`src/rtl/btn_event_decoder.sv`:
```
// Classifies a debounced button level into single-cycle gesture events:
// click, double click, long press and auto-repeat while held.
module btn_event_decoder #(
   parameter int LONG_CYCLES   = 1000,
   parameter int DCLICK_CYCLES = 300,
   parameter int REPEAT_CYCLES = 200,
   parameter int CNT_W         = 16
) (
   input  logic clk,
   input  logic rst,
   input  logic btn_in,
   output logic click,
   output logic double_click,
   output logic long_press,
   output logic repeat_pulse,
   output logic pressed
);

   // state  | meaning
   // IDLE   | waiting for an armed press
   // PRESS1 | first press held, counting toward long press
   // WAIT2  | released, counting low samples for a possible second press
   // PRESS2 | second press held, double click fires on release
   // LONG   | long press reached, repeating while held
   typedef enum logic [2:0] {
      S_IDLE   = 3'd0,
      S_PRESS1 = 3'd1,
      S_WAIT2  = 3'd2,
      S_PRESS2 = 3'd3,
      S_LONG   = 3'd4
   } state_t;

   // Terminal counts are one below the thresholds: the count is compared
   // before the current sample is added.
   localparam logic [CNT_W-1:0] LONG_TC   = CNT_W'(LONG_CYCLES - 1);
   localparam logic [CNT_W-1:0] DCLICK_TC = CNT_W'(DCLICK_CYCLES - 1);
   localparam logic [CNT_W-1:0] REPEAT_TC = CNT_W'(REPEAT_CYCLES - 1);
   localparam logic [CNT_W-1:0] CNT_ONE   = CNT_W'(1);

   state_t           state, state_nxt;
   logic [CNT_W-1:0] cnt, cnt_nxt;
   logic             armed, armed_nxt;
   logic             click_nxt, double_click_nxt, long_press_nxt, repeat_nxt;

   always_ff @(posedge clk) begin
      if (!rst) begin
         state        <= S_IDLE;
         cnt          <= '0;
         armed        <= 1'b0;
         click        <= 1'b0;
         double_click <= 1'b0;
         long_press   <= 1'b0;
         repeat_pulse <= 1'b0;
         pressed      <= 1'b0;
      end else begin
         state        <= state_nxt;
         cnt          <= cnt_nxt;
         armed        <= armed_nxt;
         click        <= click_nxt;
         double_click <= double_click_nxt;
         long_press   <= long_press_nxt;
         repeat_pulse <= repeat_nxt;
         pressed      <= btn_in;
      end
   end

   always_comb begin
      state_nxt = state;
      cnt_nxt   = cnt;
      armed_nxt = armed | ~btn_in;
      unique case (state)
         S_IDLE: begin
            if (armed && btn_in) begin
               state_nxt = S_PRESS1;
               cnt_nxt   = CNT_ONE;
            end
         end
         S_PRESS1: begin
            if (btn_in) begin
               if (cnt == LONG_TC) begin
                  state_nxt = S_LONG;
                  cnt_nxt   = '0;
               end else begin
                  cnt_nxt = cnt + CNT_ONE;
               end
            end else begin
               state_nxt = S_WAIT2;
               cnt_nxt   = CNT_ONE;
            end
         end
         S_WAIT2: begin
            // The window closes on its last sample even if that sample is high.
            if (cnt == DCLICK_TC) begin
               state_nxt = S_IDLE;
               cnt_nxt   = '0;
            end else if (btn_in) begin
               state_nxt = S_PRESS2;
               cnt_nxt   = '0;
            end else begin
               cnt_nxt = cnt + CNT_ONE;
            end
         end
         S_PRESS2: begin
            if (!btn_in) begin
               state_nxt = S_IDLE;
            end
         end
         S_LONG: begin
            if (btn_in) begin
               if (cnt == REPEAT_TC) begin
                  cnt_nxt = '0;
               end else begin
                  cnt_nxt = cnt + CNT_ONE;
               end
            end else begin
               state_nxt = S_IDLE;
               cnt_nxt   = '0;
            end
         end
         default: begin
            state_nxt = S_IDLE;
            cnt_nxt   = '0;
         end
      endcase
   end

   always_comb begin
      click_nxt        = 1'b0;
      double_click_nxt = 1'b0;
      long_press_nxt   = 1'b0;
      repeat_nxt       = 1'b0;
      unique case (state)
         S_PRESS1: long_press_nxt   = btn_in && (cnt == LONG_TC);
         S_WAIT2:  click_nxt        = (cnt == DCLICK_TC);
         S_PRESS2: double_click_nxt = !btn_in;
         S_LONG:   repeat_nxt       = btn_in && (cnt == REPEAT_TC);
         default: ;
      endcase
   end

endmodule

```
`config.mk`:
```
export PLATFORM = sky130hd
export DESIGN_NAME = btn_event_decoder
export DESIGN_NICKNAME = d
export VERILOG_FILES = /design/src/rtl/btn_event_decoder.sv
export SDC_FILE = /design/constraint.sdc
export NUM_CORES = 1
export LEC_CHECK = 0
export CORE_ASPECT_RATIO = 0.6
export CORE_MARGIN = 2
export CORE_UTILIZATION = 57
export DETAILED_ROUTE_END_ITERATION = 12
export PLACE_DENSITY = 0.77
export SETUP_SLACK_MARGIN = 0.4
export SLEW_MARGIN = 40
export SYNTH_ARGS = -nofsm -noshare
export SYNTH_HDL_FRONTEND = slang
export SYNTH_SLANG_ARGS = --single-unit
```
`constraint.sdc`:
```
create_clock -name clk -period 2.7 [get_ports clk]
set_input_delay 0.27 -clock clk [delete_from_list [all_inputs] [get_ports clk]]
set_output_delay 0.27 -clock clk [all_outputs]
set_load 0.03 [all_outputs]
```
**Word level (Yosys, flattened, before mapping)**

Cells that the tools add are included.

- Add/subtract/negate cells: 1
- Equal/unequal tests: 11
- Muxes and demuxes: 15
- Bitwise operators: 3
- Reduce and logical (&&, ||, !) cells: 12

Operator list:

| operator | number |
|---|---|
| $mux 16 | 7 |
| $pmux 16 s5 | 1 |
| $mux 3 | 6 |
| $add 16x1->16 const B | 1 |
| $eq 16x10->1 const B | 1 |
| $eq 16x8->1 const B | 1 |
| $eq 16x9->1 const B | 1 |
| $pmux 3 s4 | 1 |
| $reduce_and 2->1 | 5 |
| $eq 3x2->1 const B | 2 |
| $ne 3x3->1 const B | 2 |
| $ne 2x2->1 const B | 2 |
| $reduce_and 4->1 | 1 |
| $eq 3x1->1 const B | 1 |
| $eq 3x3->1 const B | 1 |
| $logic_and 1x1->1 | 3 |
| $logic_not 3->1 | 1 |
| $not 1->1 | 2 |
| $reduce_or 2->1 | 1 |
| $logic_not 1->1 | 1 |
| $or 1x1->1 | 1 |

- Register bits: 25
- Input bits: 3
- Output and inout bits: 5
- Logic and storage cells: 50

**Logic depth before layout (Yosys ltp)**

- Word-level depth: 4
- Gate-level depth with buffers: 8
- Mapped depth without buffers: 6

**Least setup slack after synthesis**

OpenSTA, ideal clock, no wires.

- Kind: flip-flop to flip-flop
- From: register cnt[0]
- To: register cnt[10]
- Library setup time: 115 ps
- Arrival: 1869 ps
- Data required time: 2585 ps
- Slack: 716 ps
- Stages on the path, launching flop included: 9
- Buffers on the path: 2
- Period minus slack after synthesis: 1984 ps
- Cell sequence: dfxtp_1 ha_1 and4bb_1 nand4_1 and4_1 buf_6 o41ai_4 buf_6 nor2_1

- Word-level cells in the longest chain between the ends: 4
- Elaborated cells on any way between the ends: 11
- Those cells by class: add/sub (1); eq/ne (3); mux (7)

Ends and longest elaborated chain:

| item | line | RTL |
|---|---|---|
| start, declared | 41 | `logic [CNT_W-1:0] cnt, cnt_nxt;` |
| start signal, assigned | 57 | `cnt <= cnt_nxt;` |
| $add 16x1->16 (tied with other cells) | 84, 100, 113 |  |
| $mux 16, on equally long branches | 110, 80, 96 |  |
| $mux 16, on equally long branches | 109, 79, 93 |  |
| $pmux 16 s5 * | 71 | `unique case (state)` |

Mark *: on every way between the ends. The rest lies on a longest branch, timed or not.
A chain may end at the register's enable or synchronous reset.

**Final worst setup path**

- From: register cnt[0]
- To: register cnt[2]

Same word-level chain as after synthesis.

==> run_summary.xml <==
<?xml version="1.0" encoding="UTF-8"?>
<metrics>
  <group name="synthesis">
    <metric name="synth_top_family_by_area" unit="">simple AND/OR/NAND/NOR gates</metric>
    <metric name="async_reset_ff_frac" unit="">0</metric>
    <metric name="synthMuxAreaShare" unit="">0.00771</metric>
    <metric name="synth_flop_cell" unit="">dfxtp_1</metric>
    <metric name="synth_compound_area_frac" unit="">0.130</metric>
    <metric name="synthDominantCellAreaShare" unit="">0.386</metric>
    <metric name="yosysWarningCount" unit="">0</metric>
    <metric name="post_synth.cell_area_avg" unit="um2">8.48</metric>
    <metric name="yosys-top-cells-area" unit="">dfxtp_1 (39%), nor2_1 (5.8%), nand2_1 (5.2%)</metric>
    <metric name="synthSimpleGateAreaFrac" unit="">0.325</metric>
    <metric name="yosys.area_share.xor_xnor" unit="">0.0878</metric>
    <metric name="syn_inst" unit="">153</metric>
    <metric name="adder_cell_share_of_the_synthesized_area" unit="">0.00964</metric>
    <metric name="mappedNetlistNets" unit="">157</metric>
    <metric name="syn-cell-area" unit="um2">1300</metric>
    <metric name="post-synth-top-area-cell" unit="">dfxtp_1</metric>
    <metric name="synth_enable_flop_cells" unit="">0</metric>
    <metric name="yosysSeqAreaShare" unit="">0.386</metric>
    <metric name="ys_seq_elements" unit="">25</metric>
    <metric name="yosys.cell_types.count" unit="">41</metric>
  </group>
  <group name="sta">
    <metric name="max_slew.worst_pin.slew" unit="ns">0.670</metric>
    <metric name="max_freq" unit="GHz">0.458</metric>
    <metric name="clock_skew" unit="ns">0.00362</metric>
    <metric name="timing.final.crit_share" unit="">0.809</metric>
    <metric name="finalMaxSlewViolations" unit="">0</metric>
    <metric name="setup_repair_after_global_routing_missed_its_margin" unit="">false</metric>
    <metric name="finalCriticalPeriod" unit="ns">2.18</metric>
    <metric name="slew_headroom" unit="">0.553</metric>
    <metric name="hold_viol" unit="">0</metric>
    <metric name="setup-violations-final" unit="">0</metric>
    <metric name="totalNegativeSetupSlack" unit="ns">0</metric>
    <metric name="tightest_hold_margin" unit="ns">0.496</metric>
  </group>
  <group name="clock_tree">
    <metric name="clock-sinks" unit="">25</metric>
    <metric name="post_cts_hold_buffer_count" unit="">0</metric>
    <metric name="clock_slew_seen_by_the_registers_of_the_worst_setup_and_hold_paths" unit="ns">0.08</metric>
    <metric name="maximum_number_of_buffers_from_clock_root_to_sink" unit="">2</metric>
    <metric name="cts_tree" unit="">done</metric>
    <metric name="clock_tree.root_cell" unit="">clkbuf_8</metric>
    <metric name="quantity_of_gates_resized_following_cts" unit="">1</metric>
    <metric name="tritoncts.num_buffers" unit="">3</metric>
    <metric name="worst_skew_pair.late_latency" unit="ns">0.27</metric>
    <metric name="clock_tree.htree_level_count" unit="">1</metric>
    <metric name="cts_setup_buffers" unit="">0</metric>
  </group>
  <group name="pwr">
    <metric name="power_density" unit="nW/um2">636</metric>
    <metric name="standby_leakage_power" unit="nW">0.466</metric>
    <metric name="vdd_ir_drop_max" unit="mV">0.373</metric>
  </group>
  <group name="placement">
    <metric name="port_buffers" unit="">7</metric>
    <metric name="placedCellCount" unit="">183</metric>
    <metric name="gp_congestion" unit="">0.867</metric>
    <metric name="detailed_place_hpwl" unit="mm">2.00</metric>
  </group>
  <group name="setup_path">
    <metric name="cp.arrival" unit="ns">2.33</metric>
    <metric name="timing.critical_path.to_type" unit="">flip-flop</metric>
    <metric name="timing.critical_path.fanout_max" unit="">14</metric>
    <metric name="rrSetupSlack" unit="ns">0.52</metric>
    <metric name="critical_path_required" unit="ns">2.85</metric>
    <metric name="path_class" unit="">flip-flop to flip-flop</metric>
    <metric name="worst_setup_path_start_kind" unit="">flip-flop</metric>
  </group>
  <group name="grt">
    <metric name="antenna_found_initial" unit="">0</metric>
    <metric name="track_usage" unit="">0.220</metric>
    <metric name="gr-usage-met2" unit="">0.357</metric>
    <metric name="grt_use_met3" unit="">0.0687</metric>
    <metric name="first_global_vias" unit="">910</metric>
    <metric name="grt_max_degree" unit="">18</metric>
    <metric name="grt.busiest_layer" unit="">met2</metric>
    <metric name="met1_grt_util" unit="">0.286</metric>
    <metric name="grt_first_pass_wirelength" unit="mm">4.21</metric>
    <metric name="gr-total-overflow" unit="">0</metric>
  </group>
  <group name="layout">
    <metric name="drive_gt1_frac" unit="">0.0892</metric>
    <metric name="areaGrowthSynthToFinish" unit="%">10.7</metric>
    <metric name="final_cells" unit="">187</metric>
    <metric name="layout.cells.most_common_list" unit="">dfxtp_1 (25), nor2_1 (20), nand2_1 (18)</metric>
    <metric name="antennaDiodeCount" unit="">0</metric>
    <metric name="layout.cells.most_common" unit="">dfxtp_1</metric>
    <metric name="num-nets-final" unit="">162</metric>
  </group>
  <group name="floorplan">
    <metric name="start_util" unit="">0.600</metric>
    <metric name="design.portCount" unit="">8</metric>
    <metric name="design.die.area" unit="um2">2690</metric>
    <metric name="die_width" unit="um">65.6</metric>
    <metric name="core.rowCount" unit="">13</metric>
    <metric name="placeableCoreArea" unit="um2">2160</metric>
    <metric name="die_h" unit="um">41.0</metric>
  </group>
  <group name="routing">
    <metric name="vias_per_cell" unit="">5.93</metric>
    <metric name="drtIter0Drc" unit="">85</metric>
    <metric name="drt-wirelength-per-cell" unit="um">14.2</metric>
    <metric name="ant_nets" unit="">0</metric>
    <metric name="first_pass_iters" unit="">4</metric>
    <metric name="detail_route.wirelength" unit="mm">2.65</metric>
    <metric name="drc" unit="">0</metric>
    <metric name="via_count" unit="">1109</metric>
  </group>
  <group name="status">
    <metric name="status" unit="">complete, no violations</metric>
  </group>
  <group name="hold_path">
    <metric name="hp-class" unit="">flip-flop to flip-flop</metric>
  </group>
  <group name="flow_run">
    <metric name="drv.max_cap_violation_count" unit="">0</metric>
  </group>
</metrics>
[stage by stage]
stage	utilization	area, um2	worst slack [ns]	power [mW]
floorplan	-	1300	0.716	0.645
global placement	0.633	1370	0.373	0.677
detailed placement	0.633	1370	0.271	0.685
CTS	0.658	1420	0.524	0.911
global route	0.664	1440	0.405	0.970
finish	0.664	1440	0.515	0.913
[per-layer routing]
layer / share of wire / routed length, um
met4: 0.0053 / 14
met1: 0.48 / 1260
met2: 0.44 / 1170
met5: 0 / 0
met3: 0.077 / 205
[flip-flops by register name, summed over array words and instances, names as in the netlist]
name	cells
armed	1
state	3
cnt	16
pressed	1
long_press	1
double_click	1
click	1
repeat_pulse	1
[critical path: stages, from the launching register on]
cell,delay [ns]
dfxtp_1,0.38
ha_1,0.22
and4bb_1,0.21
nand4_1,0.21
and4_2,0.39
o41ai_4,0.35
buf_4,0.24
a2111oi_1,0.06
[final timing paths]
check | from | end | cells after the start
worst max-delay path | cnt[0] | cnt[2] | 7
worst min-delay path | cnt[1] | cnt[1] | 2
worst max register to register | cnt[0] | cnt[2] | 7
worst min register to register | cnt[1] | cnt[1] | 2
[layout make-up]
cell class	instances	area, um2
fillers	175	727
flip-flops and latches	25	500
clock buffers	3	41.3
multi-input cells	114	746
well taps	30	37.5
repair buffers	9	85.1
inverters	5	18.8
clock inverters	1	7.51
[report_power, final]
part	internal [mW]	switching [mW]
Clock	0.105	0.119
Sequential	0.392	0.0580
Combinational	0.0950	0.145
Total	0.592	0.321
[synth_stat cells (2+ instances only)]
| cell type | instances |
|---|---|
| and2_1 | 3 |
| nor3_1 | 9 |
| nand2_1 | 18 |
| xor2_1 | 7 |
| buf_2 | 2 |
| nand3_1 | 6 |
| dfxtp_1 | 25 |
| xnor2_1 | 6 |
| o311ai_0 | 2 |
| nor2_1 | 20 |
| a21oi_1 | 5 |
| nor4_1 | 5 |
| nand4_1 | 6 |
| buf_6 | 2 |
| o211ai_1 | 2 |
| inv_1 | 5 |
| and4_1 | 3 |
| clkbuf_1 | 4 |
[logic make-up after synthesis]
family          Yosys count
flops                    25
buf+inv                  14
mux                       1
xor+xnor                 13
compound gates           19
fa+ha+maj                 1
simple gates             80
Power figures use the tool's default switching activity.
==> edit: new RTL, config.mk and constraints unchanged <==
Register the input `btn_in` before use, without a reset. The logic sees it one clock later.
--- a/src/rtl/btn_event_decoder.sv
+++ b/src/rtl/btn_event_decoder.sv
@@ -39,2 +39,8 @@
 
+   logic btn_q;
+
+   always_ff @(posedge clk) begin
+      btn_q <= btn_in;
+   end
+
    state_t           state, state_nxt;
@@ -62,3 +68,3 @@
          repeat_pulse <= repeat_nxt;
-         pressed      <= btn_in;
+         pressed      <= btn_q;
       end
@@ -69,6 +75,6 @@
       cnt_nxt   = cnt;
-      armed_nxt = armed | ~btn_in;
+      armed_nxt = armed | ~btn_q;
       unique case (state)
          S_IDLE: begin
-            if (armed && btn_in) begin
+            if (armed && btn_q) begin
                state_nxt = S_PRESS1;
@@ -78,3 +84,3 @@
          S_PRESS1: begin
-            if (btn_in) begin
+            if (btn_q) begin
                if (cnt == LONG_TC) begin
@@ -95,3 +101,3 @@
                cnt_nxt   = '0;
-            end else if (btn_in) begin
+            end else if (btn_q) begin
                state_nxt = S_PRESS2;
@@ -103,3 +109,3 @@
          S_PRESS2: begin
-            if (!btn_in) begin
+            if (!btn_q) begin
                state_nxt = S_IDLE;
@@ -108,3 +114,3 @@
          S_LONG: begin
-            if (btn_in) begin
+            if (btn_q) begin
                if (cnt == REPEAT_TC) begin
@@ -132,6 +138,6 @@
       unique case (state)
-         S_PRESS1: long_press_nxt   = btn_in && (cnt == LONG_TC);
+         S_PRESS1: long_press_nxt   = btn_q && (cnt == LONG_TC);
          S_WAIT2:  click_nxt        = (cnt == DCLICK_TC);
-         S_PRESS2: double_click_nxt = !btn_in;
-         S_LONG:   repeat_nxt       = btn_in && (cnt == REPEAT_TC);
+         S_PRESS2: double_click_nxt = !btn_q;
+         S_LONG:   repeat_nxt       = btn_q && (cnt == REPEAT_TC);
          default: ;
Behaviour: not the same (a bounded check fails within 4 cycles, from zero or initial values and one cycle with rst low).
==> edit against the original RTL <==
- sequential cell count grew 1
- wire length grew 47%
- power grew 4.9%
- cell area grew 15%
- synthesized cell count grew 10%
- area after synthesis grew 12%
- worst setup slack lost 130 ps
- combinational power shrank 15%
- largest cell class unchanged
==> edit: results (changes against the original RTL) <==
[status]
run_status = complete, no violations

[setup_path]
worstPathMaxFanout = 6  ; -8
critPathArrivalTime_ps = 2550  ; +220 ps

[yosys]
async_flop_share_pct = 0  ; unchanged
synth_xor_xnor_area_share_pct = 6.040  ; -2.7 points
synth_compound_gate_area_share_pct = 17.52  ; +4.5 points
post_synth_most_frequent_cells = dfxtp_1, nand2_1, nor2_1
adder_cell_share_of_the_synthesized_area_pct = 0.8628  ; -0.10 points
synth.yosys.seq_area_share_pct = 35.89  ; -2.7 points
synth.lib_cells_used.distinct = 48  ; +17%
synthesis.yosys.warnings = 0  ; unchanged
synth.area.top_cells = dfxtp_1, xor2_1, nand2_1, nor2_1, a21oi_1
main_synth_ff_type = dfxtp_1
synth.area.mux_share_pct = 0  ; -0.77 points

[sta]
worst_clock_skew_ps = 9.391  ; +5.774 ps
worst_slew_margin_rel_pct = 60.43  ; +5.2 points

[layout]
ratio_of_cells_with_drive_above_1_in_the_final_layout_pct = 16.48  ; +7.6 points
antenna_cells = 0  ; unchanged
reg_top3 = cnt x16, state x3
finalNetCount = 181  ; +12%
filler_cell_count = 200  ; +14%

[global_routing]
grt_util_met3_pct = 7.601  ; +0.73 points
grt_first_pass_wirelength_mm = 5.968  ; +42%
first_global_vias = 1219  ; +34%
grt.met2_usage_pct = 40.96  ; +5.2 points
global_route.usage.met1_pct = 34.55  ; +6.0 points
maximum_number_of_pins_on_one_net_before_global_route_repair = 17  ; -1
gr-usage-all-layers_pct = 26.28  ; +4.2 points

[power_and_ir_drop]
power.sequential.fraction_pct = 44.1  ; -5.2 points
p_sw_uw = 280.3  ; -13%
vdd.ir_drop.worst_v = 0.0003614  ; -3.2%
clockNetworkPower_uw = 333  ; +49%
report.power.total_uw = 958.0  ; +4.9%
power.leakage_nw = 0.5831  ; +25%

[clock_network]
cts_max_level = 1  ; unchanged
clock_path_buffers = 2  ; unchanged
cts.clk_slew.worst_paths_ps = 100  ; +20 ps
clkLatencyLatePin_ps = 280
cts-buffers-inserted = 3  ; unchanged

[route]
dr.pass1.iters = 5  ; +1
num_vias = 1365  ; +23%
drt-initial-drc-count = 169  ; +99%
routed_wirelength_mm = 3.899  ; +47%

[place]
detailedPlace.worstSlack_ps = 96.71  ; -173.9 ps
io_buffer_count = 7  ; unchanged
gp_routability_congestion = 0.9024  ; +4.1%
hpwl_mm = 2.506  ; +25%

[min_path]
worst_hold_path_type = in2reg

[edit: path summary, 6_finish.rpt]
| kind | from | endpoint | slack, ps | cells past startpoint |
|---|---|---|---|---|
| worst min-delay path | btn_in | btn_q$_DFF_P_ | 430 | 1 |
| worst max register to register | cnt[0]$_SDFFE_PN0P_ | state[1]$_SDFFE_PN0P_ | 380 | 7 |
| worst min register to register | cnt[1]$_SDFFE_PN0P_ | cnt[1]$_SDFFE_PN0P_ | 500 | 2 |
| worst max-delay path | cnt[0]$_SDFFE_PN0P_ | state[1]$_SDFFE_PN0P_ | 380 | 7 |
[edit: what timing repair did]
| item | in CTS | in global routing |
|---|---|---|
| pin swaps | 3 | 5 |
| setup buffers | 2 | 3 |
| endpoints found under the setup margin | 18 | 16 |
| hold buffers | 0 | 0 |
| gates resized for setup | 3 | 3 |
[edit: per-stage QoR]
stage / utilization (%) / instance area [µm²] / cells
floorplan: - / 1450 / 169
global placement: 61.28 / 1503 / 199
detailed placement: 61.28 / 1503 / 199
CTS: 65.77 / 1613 / 205
global route: 67.24 / 1649 / 208
finish: 67.24 / 1649 / 208
[edit: critical path, cell delays in order (launching register included)]
cell      delay (ps)
dfxtp_4          390
ha_4             180
or4b_4           510
nor4_4           370
buf_4            180
o211ai_1         150
nor2_1           250
o221a_2          240
[edit: layer usage]
| metal | up-vias | part of all wire, % |
|---|---|---|
| met3 | 8 | 8.9 |
| met4 | 0 | 1.7 |
| met1 | 647 | 43 |
| li1 | 633 | - |
| met2 | 77 | 46 |
| met5 | - | 0 |
[edit: area by class of cell]
class	instances	area (µm²)	share of cell area, %
multi-input combinational	128	865.8	52.50
clock buffer	3	41.29	2.504
inverter	5	18.77	1.138
timing repair buffer	13	127.6	7.739
tap	32	40.04	2.428
clock inverter	1	30.03	1.821
sequential	26	525.5	31.87
